[config.mk]
export PLATFORM = sky130hd
export DESIGN_NAME = seq_alu_flat
export DESIGN_NICKNAME = d
export VERILOG_FILES = /design/src/rtl/seq_alu_if.sv /design/src/rtl/seq_alu.sv /design/src/flat_wrapper.sv
export SDC_FILE = /design/constraint.sdc
export NUM_CORES = 1
export LEC_CHECK = 0
export CAP_MARGIN = 20
export CORE_MARGIN = 2
export CORE_UTILIZATION = 47
export DETAILED_ROUTE_END_ITERATION = 8
export PLACE_DENSITY_LB_ADDON = 0.05
export SYNTH_ARGS = -nofsm -noshare
export SYNTH_HDL_FRONTEND = slang
export SYNTH_SLANG_ARGS = --single-unit
export TNS_END_PERCENT = 10
[constraint.sdc]
create_clock -name clk -period 9.2 [get_ports clk]
set_input_delay 2.76 -clock clk [delete_from_list [all_inputs] [get_ports clk]]
set_output_delay 2.76 -clock clk [all_outputs]
set_load 0.1 [all_outputs]
[src/rtl/seq_alu_if.sv]
// Operand/result bundle between the control unit (master) and seq_alu (slave).
// Start is a level request; busy/done are the completion handshake back.
interface seq_alu_if #(
   parameter int W = 32
);
   logic         start;
   logic [2:0]   cntl;
   logic [W-1:0] A;
   logic [W-1:0] B;
   logic [W-1:0] out;
   logic         CO;
   logic         OVF;
   logic         N;
   logic         Z;
   logic         busy;
   logic         done;

   modport master (
      output start, cntl, A, B,
      input  out, CO, OVF, N, Z, busy, done
   );

   modport slave (
      input  start, cntl, A, B,
      output out, CO, OVF, N, Z, busy, done
   );
endinterface

[src/rtl/seq_alu.sv]
// Multi-cycle ALU: logic/add/sub finish 1 cycle after start, shifts 1+shamt, multiply 1+W.
// Start is only taken in IDLE/DONE and dropped while busy; results hold until the next completion.
module seq_alu #(
   parameter int W = 32
) (
   input  logic     clk,
   input  logic     reset,
   seq_alu_if.slave bus
);
   localparam int SW = $clog2(W);
   localparam int CW = $clog2(W + 1);
   localparam logic [2:0] OP_SLL = 3'b101;
   localparam logic [2:0] OP_SRL = 3'b110;
   localparam logic [2:0] OP_MUL = 3'b111;

   if (W < 4 || W > 64) begin : g_bad_w
      $error("seq_alu: W must be in 4..64");
   end

   typedef enum logic [1:0] {IDLE, RUN, DONE} state_t;

   state_t         state_q;
   logic [2:0]     op_q;
   logic [W-1:0]   a_q;
   logic [W-1:0]   out_q;
   logic [2*W-1:0] acc_q;
   logic [CW-1:0]  cnt_q;
   logic           co_q, ovf_q, n_q, z_q, busy_q, done_q;

   logic [W:0]     sum_d, dif_d;
   logic [W-1:0]   alu_d;
   logic           alu_co_d, alu_ovf_d;
   logic [CW-1:0]  shamt_d;

   always_comb begin
      sum_d     = {1'b0, bus.A} + {1'b0, bus.B};
      dif_d     = {1'b0, bus.A} - {1'b0, bus.B};
      shamt_d   = CW'(bus.B[SW-1:0]);
      alu_d     = bus.A;
      alu_co_d  = 1'b0;
      alu_ovf_d = 1'b0;
      case (bus.cntl)
         3'b000: begin
            alu_d     = sum_d[W-1:0];
            alu_co_d  = sum_d[W];
            alu_ovf_d = (bus.A[W-1] == bus.B[W-1]) && (sum_d[W-1] != bus.A[W-1]);
         end
         3'b001: begin
            alu_d     = dif_d[W-1:0];
            alu_co_d  = dif_d[W];
            alu_ovf_d = (bus.A[W-1] != bus.B[W-1]) && (dif_d[W-1] == bus.B[W-1]);
         end
         3'b010:  alu_d = bus.A & bus.B;
         3'b011:  alu_d = bus.A | bus.B;
         3'b100:  alu_d = bus.A ^ bus.B;
         // zero-count shifts complete immediately with A unchanged
         default: alu_d = bus.A;
      endcase
   end

   logic [W:0]     mul_hi_d;
   logic [2*W-1:0] acc_d;
   logic [W-1:0]   shf_d, fin_d;
   logic           shf_co_d, fin_co_d;

   // acc holds {partial product, remaining multiplier bits}; add A into the top half, then shift right
   always_comb begin
      mul_hi_d = {1'b0, acc_q[2*W-1:W]} + (acc_q[0] ? {1'b0, a_q} : '0);
      acc_d    = {mul_hi_d, acc_q[W-1:1]};
      shf_d    = (op_q == OP_SRL) ? (a_q >> 1) : (a_q << 1);
      shf_co_d = (op_q == OP_SRL) ? a_q[0] : a_q[W-1];
      fin_d    = (op_q == OP_MUL) ? acc_d[W-1:0] : shf_d;
      fin_co_d = (op_q == OP_MUL) ? (|acc_d[2*W-1:W]) : shf_co_d;
   end

   always_ff @(posedge clk or posedge reset) begin
      if (reset) begin
         state_q <= IDLE;
         op_q    <= '0;
         a_q     <= '0;
         out_q   <= '0;
         acc_q   <= '0;
         cnt_q   <= '0;
         co_q    <= 1'b0;
         ovf_q   <= 1'b0;
         n_q     <= 1'b0;
         z_q     <= 1'b0;
         busy_q  <= 1'b0;
         done_q  <= 1'b0;
      end else begin
         case (state_q)
            RUN: begin
               cnt_q <= cnt_q - CW'(1);
               if (op_q == OP_MUL) acc_q <= acc_d;
               else                a_q   <= shf_d;
               if (cnt_q == CW'(1)) begin
                  state_q <= DONE;
                  busy_q  <= 1'b0;
                  done_q  <= 1'b1;
                  out_q   <= fin_d;
                  co_q    <= fin_co_d;
                  ovf_q   <= 1'b0;
                  n_q     <= fin_d[W-1];
                  z_q     <= (fin_d == '0);
               end
            end
            default: begin
               done_q  <= 1'b0;
               state_q <= IDLE;
               if (bus.start) begin
                  op_q <= bus.cntl;
                  a_q  <= bus.A;
                  if (bus.cntl == OP_MUL) begin
                     acc_q   <= {{W{1'b0}}, bus.B};
                     cnt_q   <= CW'(W);
                     state_q <= RUN;
                     busy_q  <= 1'b1;
                  end else if ((bus.cntl == OP_SLL || bus.cntl == OP_SRL) && shamt_d != '0) begin
                     cnt_q   <= shamt_d;
                     state_q <= RUN;
                     busy_q  <= 1'b1;
                  end else begin
                     state_q <= DONE;
                     done_q  <= 1'b1;
                     out_q   <= alu_d;
                     co_q    <= alu_co_d;
                     ovf_q   <= alu_ovf_d;
                     n_q     <= alu_d[W-1];
                     z_q     <= (alu_d == '0);
                  end
               end
            end
         endcase
      end
   end

   assign bus.out  = out_q;
   assign bus.CO   = co_q;
   assign bus.OVF  = ovf_q;
   assign bus.N    = n_q;
   assign bus.Z    = z_q;
   assign bus.busy = busy_q;
   assign bus.done = done_q;
endmodule

[src/flat_wrapper.sv]
// flat-port wrapper written by rule: the top's interface ports become plain ports
module seq_alu_flat 
#(
   parameter int W = 32
)
  (clk, reset, bus_start, bus_cntl, bus_A, bus_B, bus_out, bus_CO, bus_OVF, bus_N, bus_Z, bus_busy, bus_done);
  seq_alu_if #(.W(W)) bus_i ();
  input  logic clk;
  input  logic reset;
  input wire logic [$bits(bus_i.start)-1:0] bus_start;
  input wire logic [$bits(bus_i.cntl)-1:0] bus_cntl;
  input wire logic [$bits(bus_i.A)-1:0] bus_A;
  input wire logic [$bits(bus_i.B)-1:0] bus_B;
  output wire logic [$bits(bus_i.out)-1:0] bus_out;
  output wire logic [$bits(bus_i.CO)-1:0] bus_CO;
  output wire logic [$bits(bus_i.OVF)-1:0] bus_OVF;
  output wire logic [$bits(bus_i.N)-1:0] bus_N;
  output wire logic [$bits(bus_i.Z)-1:0] bus_Z;
  output wire logic [$bits(bus_i.busy)-1:0] bus_busy;
  output wire logic [$bits(bus_i.done)-1:0] bus_done;
  assign bus_i.start = bus_start;
  assign bus_i.cntl = bus_cntl;
  assign bus_i.A = bus_A;
  assign bus_i.B = bus_B;
  assign bus_out = bus_i.out;
  assign bus_CO = bus_i.CO;
  assign bus_OVF = bus_i.OVF;
  assign bus_N = bus_i.N;
  assign bus_Z = bus_i.Z;
  assign bus_busy = bus_i.busy;
  assign bus_done = bus_i.done;
  seq_alu #(.W(W)) u_core (.clk(clk), .reset(reset), .bus(bus_i));
endmodule
== Word level (Yosys, flattened, before mapping) ==
Index checks and enable logic that the tools add are counted.

* Register bits after elaboration: 145
* Latch bits: 0
* RAM bits: 0
* Memory bits (read-only): 0
* Bits of input ports: 70
* Output and inout bits: 38
* Word-level logic and storage cells: 116
* Memories kept: 0

* Add/subtract/negate cells: 4
* $mul: 0
* Div/mod/pow operators: 0
* Order comparisons: 0
* Equal/unequal tests: 20
* Shifts and indexed selects: 0
* Multiplexer cells: 58
* Bitwise operators: 4
* Reductions and logical operators: 18

{| class="wikitable"
|+ Operators with widths
! kind !! number
|-
| $mux W32 || 11
|-
| $mux W64 || 4
|-
| $pmux W32 S5 || 1
|-
| $logic_not A32 Y1 || 2
|-
| $add A32 B32 Y33 || 1
|-
| $add A32 B33 Y33 || 1
|-
| $sub A32 B32 Y33 || 1
|-
| $and A32 B32 Y32 || 1
|-
| $or A32 B32 Y32 || 1
|-
| $reduce_or A32 Y1 || 1
|-
| $xor A32 B32 Y32 || 1
|-
| $mux W1 || 31
|-
| $mux W6 || 4
|-
| $eq A3 B3 Y1 const B || 6
|-
| $mux W2 || 5
|-
| $eq A3 B2 Y1 const B || 2
|-
| $eq A6 B1 Y1 const B || 1
|-
| $ne A2 B2 Y1 const B || 3
|-
| $reduce_and A2 Y1 || 3
|-
| $reduce_and A3 Y1 || 2
|-
| $reduce_bool A6 Y1 || 1
|-
| $sub A6 B1 Y6 const B || 1
|-
| $ne A2 B1 Y1 const B || 2
|-
| $pmux W1 S2 || 2
|-
| 11 further kinds || 16
|}

== Logic depth before layout (Yosys ltp) ==
* Depth in word-level cells: 8
* Depth in mapped cells: 16
* Gate-level depth less buffers: 15

== Least setup slack after synthesis ==
No wires, ideal clock.

* Kind: input-to-reg
* Start: input bus_B[2]
* End: register u_core.z_q (netlist: u_core.bus.Z)
* Arrival: 5.642 ns
* Required time: 9.132 ns
* Path slack: 3.490 ns
* Stages on the path: 14
* Buffers on the path: 1
* Cell sequence: inv_1 -> ha_1 -> buf_6 -> nor3_2 -> o311a_1 -> or4b_4 -> a2111oi_4 -> o21ba_1 -> o41ai_1 -> or4b_4 -> a21oi_2 -> nor3b_2 -> nand4_1 -> nand2_1

* Cells in the longest elaborated chain, start to end: 7

{| class="wikitable"
|+ Ends and longest elaborated chain
! element !! line !! text
|-
| start, declared || flat_wrapper.sv:13 || <nowiki>input wire logic [$bits(bus_i.B)-1:0] bus_B;</nowiki>
|-
| $sub A32 B32 Y33, or another cell as far along || seq_alu.sv:37 || <nowiki>dif_d = {1'b0, bus.A} - {1'b0, bus.B};</nowiki>
|-
| $pmux W32 S5 || seq_alu.sv:42 || <nowiki>case (bus.cntl)</nowiki>
|-
| $logic_not A32 Y1 || seq_alu.sv:129 || <nowiki>z_q <= (alu_d == '0);</nowiki>
|-
| $mux W1 || seq_alu.sv:118 || <nowiki>end else if ((bus.cntl == OP_SLL || bus.cntl == OP_SRL) && shamt_d != '0) begin</nowiki>
|-
| $mux W1 || seq_alu.sv:113 || <nowiki>if (bus.cntl == OP_MUL) begin</nowiki>
|-
| $mux W1 || seq_alu.sv:110 || <nowiki>if (bus.start) begin</nowiki>
|-
| $mux W1 || seq_alu.sv:91 || <nowiki>case (state_q)</nowiki>
|-
| end signal, assigned || seq_alu.sv:104 || <nowiki>z_q <= (fin_d == '0);</nowiki>
|-
| end signal, assigned || seq_alu.sv:129 ||
|-
| end, declared || seq_alu.sv:28 || <nowiki>logic co_q, ovf_q, n_q, z_q, busy_q, done_q;</nowiki>
|}

Parallel ways exist; a longest one is shown, timed or not. The select of a mux whose other input is x is not followed.
A chain may end at the register's enable or synchronous reset.

== Final worst setup path ==
* Start: input bus_A[16]
* End: register u_core.z_q (netlist: u_core.bus.Z)

* Cells in the longest elaborated chain, start to end: 7

{| class="wikitable"
|+ Ends and longest elaborated chain
! element !! line !! text
|-
| start, declared || flat_wrapper.sv:12 || <nowiki>input wire logic [$bits(bus_i.A)-1:0] bus_A;</nowiki>
|-
| $sub A32 B32 Y33, or another cell as far along || seq_alu.sv:37 ||
|-
| $pmux W32 S5 (*) || seq_alu.sv:42 ||
|-
| $logic_not A32 Y1 (*) || seq_alu.sv:129 ||
|-
| $mux W1 (*) || seq_alu.sv:118 ||
|-
| $mux W1 (*) || seq_alu.sv:113 ||
|-
| $mux W1 (*) || seq_alu.sv:110 ||
|-
| $mux W1 (*) || seq_alu.sv:91 ||
|}

Mark *: on every way between the ends. The rest lies on a longest branch, timed or not. The select of a mux whose other input is x is not followed.

==> impl_metrics.yaml <==
run_status:
  result_of_the_run: "finished clean"
clock_network:
  clock_tree.htree_level_count: 4
  postCtsResizedCells: 0
  clock-root-buffer: "sky130_fd_sc_hd__clkbuf_16"
  clockBufferDepth: 2
  clk_pin_slew_worst_paths_ps: 60
  cts_setup_buffers: 0
  cts_tree: "yes"
  holdBufCountCts: 0
  cts_made_buffers: 17
  clkSinkCount: 143
  worst_skew_pair.late_latency_ps: 430
setup_path:
  cp-start-kind: "input pin"
  path_max_fanout: 13
  worst_path_most_repeated_cell: "sky130_fd_sc_hd__nand4_1"
  crit_type: "in -> reg"
  timing.rr.end: "u_core.bus.CO"
  worst_r2r_startpoint: "u_core.acc_q[0]"
  crit_path_max_incr_delay_ps: 1000
  cp_data_arrival_time_ps: 7610
  r2r_setup_slack_ps: 3880
  crit_path_top_delay_cell: "sky130_fd_sc_hd__nor4_1"
  top_family_by_delay_on_critical_path: "simple AND/OR/NAND/NOR gates"
  timing.critical_path.required_ps: 9570
  crit_path_cell_trace: "clkdlybuf4s50_1 > inv_1 > ha_1 > clkinv_1 > nor4_1 > nand4_1 > a211oi_1 > nor2_1 > o211a_1 > or4b_4 > a21oi_2 > nor3b_2 > nand4_1 > nand2_1"
  timing.critical_path.to_type: "register"
  cell_depth_of_the_worst_flop_to_flop_path: 15
  cp.buffers_inverters: 3
logic_synthesis:
  ys_ff_latch: 143
  post_synth_instance_area_um2: 15410
  postSynthNetCount: 2324
  seq_total_area_yosys_pct: 23.22
  synth.distinct_cells: 83
  syn_inst: 2113
  synth_enable_flop_cells: 0
  synth_top_flop_cell: "sky130_fd_sc_hd__dfrtp_1"
  synth-async-reset-ratio_pct: 100.0
  post_synth.cell_area_avg_um2: 7.295
  yosys_warnings: 0
floorplanning:
  row_count: 66
  dieHeight_um: 185.1
  die_x_um: 185.1
  die_area_um2: 34260
  io_pins: 108
  core_area_um2: 32450
  initial_util_pct: 47.49
placed_design:
  dpl-instance-area_um2: 16690
  dp_hpwl_mm: 45.85
  place.gp.congestion: 1.008
  io_buffer_count: 107
  dp_cells: 2543
timing:
  fin_crit_ps: 7246
  fin_crit_sh_pct: 78.76
  final.setup.tns_ps: 0
  final_hold_viol_count: 0
  slew_headroom_pct: 22.50
  timing.fmax_ghz: 0.1380
  transition_time_at_the_pin_with_the_least_slew_margin_ps: 1152
  timing_max_transition_violations_final: 0
  rsz_0062_raised_after_global_routing: "false"
  setup_viol_count_final: 0
  finClkSkew_ps: 5.391
pwr:
  power_density_nw_per_um2: 280.5
  vdd_drop_max_uv: 212.6
  power.static_leakage_nw: 7.799
grt:
  grt_overflow_total: 0
  grt_max_degree: 87
  antenna_violations_before_repair: 1
  first_global_vias: 15260
  grt_pass1_wl_mm: 91.61
  globalRouteTotalUtil_pct: 35.28
detailed_routing:
  num_vias: 16290
  finalWirelength_mm: 60.46
  iter_0_drt_violations: 1530
  postRouteAntennaNets: 0
  number_of_detailed_routing_iterations_run_before_antenna_repair: 6
  route.detailed.vias_per_inst: 6.330
  post_drt_wl_per_cell_um: 23.49
  drc_errors: 0
cells_and_area:
  final_net_count: 2331
  share_of_cells_above_drive_strength_1_pct: 4.315
  layout-area-overhead-vs-synth_pct: 12.42
  antenna_diode_count: 0
  fill_cells: 3207
  final_common_cell: "sky130_fd_sc_hd__nand2_1"
  most-common-layout-cells: "sky130_fd_sc_hd__nand2_1, sky130_fd_sc_hd__a21oi_1, sky130_fd_sc_hd__o21ai_0, sky130_fd_sc_hd__nor2_1, sky130_fd_sc_hd__dfrtp_1"
  final_cell_area_um2: 17330
  stdcell_count: 2574
min_path:
  min_delay_path_depth: 2
  min_from: "u_core.bus.out[22]"
  hp-class: "reg -> reg"
  worstHoldEndpoint: "u_core.bus.out[22]"
job:
  timing.max_cap.violations: 0
power breakdown:
| part | internal (mW) | switching (mW) | leakage (nW) |
|---|---|---|---|
| clock | 0.480 | 0.277 | 0.311 |
| combinational | 0.883 | 2.05 | 5.67 |
| sequential | 0.904 | 0.267 | 1.82 |
worst max path at each step:
| stage | from | end | slack [ps] | cells after the start |
|---|---|---|---|---|
| after CTS | bus_A[16] | u_core.bus.Z | 2120 | 14 |
| after global placement | bus_B[1] | u_core.bus.out[30] | 1760 | 13 |
| final | bus_A[16] | u_core.bus.Z | 1950 | 14 |
| after detailed placement | bus_A[16] | u_core.bus.Z | 1680 | 14 |
| after floorplan | reset | u_core.a_q[0] | 2600 | 1 |
| after global routing | bus_A[16] | u_core.bus.Z | 1890 | 14 |
metrics by stage:
step | worst slack, ps | util, % | total power, mW | hold WS, ps
6_report | 1954 | 53.39 | 4.860 | 480.8
5_1_grt | 1887 | 53.39 | 5.161 | 515.1
4_1_cts | 2121 | 53.39 | 4.833 | 486.6
3_5_place_dp | 1685 | 51.42 | 4.061 | 473.7
3_3_place_gp | 1761 | 51.42 | 4.056 | 465.5
2_1_floorplan | 2602 | - | 3.187 | 455.1
flip-flops by register name, summed over array words and instances (netlist names):
name             cells
u_core.bus.Z         1
u_core.acc_q        64
u_core.bus.CO        1
u_core.bus.busy      1
u_core.a_q          32
u_core.state_q       2
u_core.bus.out      32
u_core.cnt_q         6
u_core.bus.OVF       1
u_core.op_q          3
final cells by class:
| class | count | area [um2] | area share, % |
|---|---|---|---|
| inverters | 115 | 436.7 | 2.520 |
| clock inverters | 10 | 158.9 | 0.9170 |
| multi-input cells | 1715 | 10910 | 62.94 |
| flip-flops and latches | 143 | 3578 | 20.65 |
| well taps | 442 | 553.0 | 3.192 |
| clock buffers | 21 | 480.5 | 2.773 |
| repair buffers | 128 | 1214 | 7.004 |
layer usage:
metal	up-vias	GRT usage, %	part of all wire (%)
li1	7662	-	-
met1	7739	49.33	44
met2	743	55.64	45
met3	147	4.424	7.6
met4	2	13.11	3.7
met5	-	0	0.076
cell usage after synthesis, drive strengths merged (15+ instances only):
cell type	instances	share of area, %
nand2	247	6.0
a21oi	233	7.6
o21ai	221	7.2
nor2	197	4.8
dfrtp	143	23
ha	138	11
inv	114	2.8
clkbuf	111	2.7
mux2i	49	3.2
nor3	43	1.4
and2	41	1.7
a21o	34	1.7
nand3	33	1.1
buf	29	0.88
a211oi	27	1.3
o211ai	25	1.2
xnor2	25	1.4
a31oi	23	0.93
nand4	22	0.89
nor4	22	0.89
nor2b	21	0.85
o31ai	19	0.93
o22ai	17	0.69
a21boi	16	0.78
a22o	15	0.85
nand2b	15	0.61
tightest hold or removal path, delay by kind of cell (launching register included):
kind | cells | cell delay (ps)
simple gates | 1 | 50
compound gates | 1 | 60
flops | 1 | 340
kinds of logic (layout without fill, tap and decap cells):
| kind of cell | Yosys count | after routing | share of synthesized area, % |
|---|---|---|---|
| muxes | 58 | 58 | 3.840 |
| buffers and inverters | 255 | 274 | 6.380 |
| adders and majority gates | 141 | 141 | 11.59 |
| AOI/OAI and AO/OA | 779 | 779 | 31.80 |
| DFF | 143 | 143 | 23.22 |
| and+or+nand+nor | 702 | 702 | 21.19 |
| xor gates and xnor gates | 35 | 35 | 1.989 |
Power figures use the tool's default switching activity.
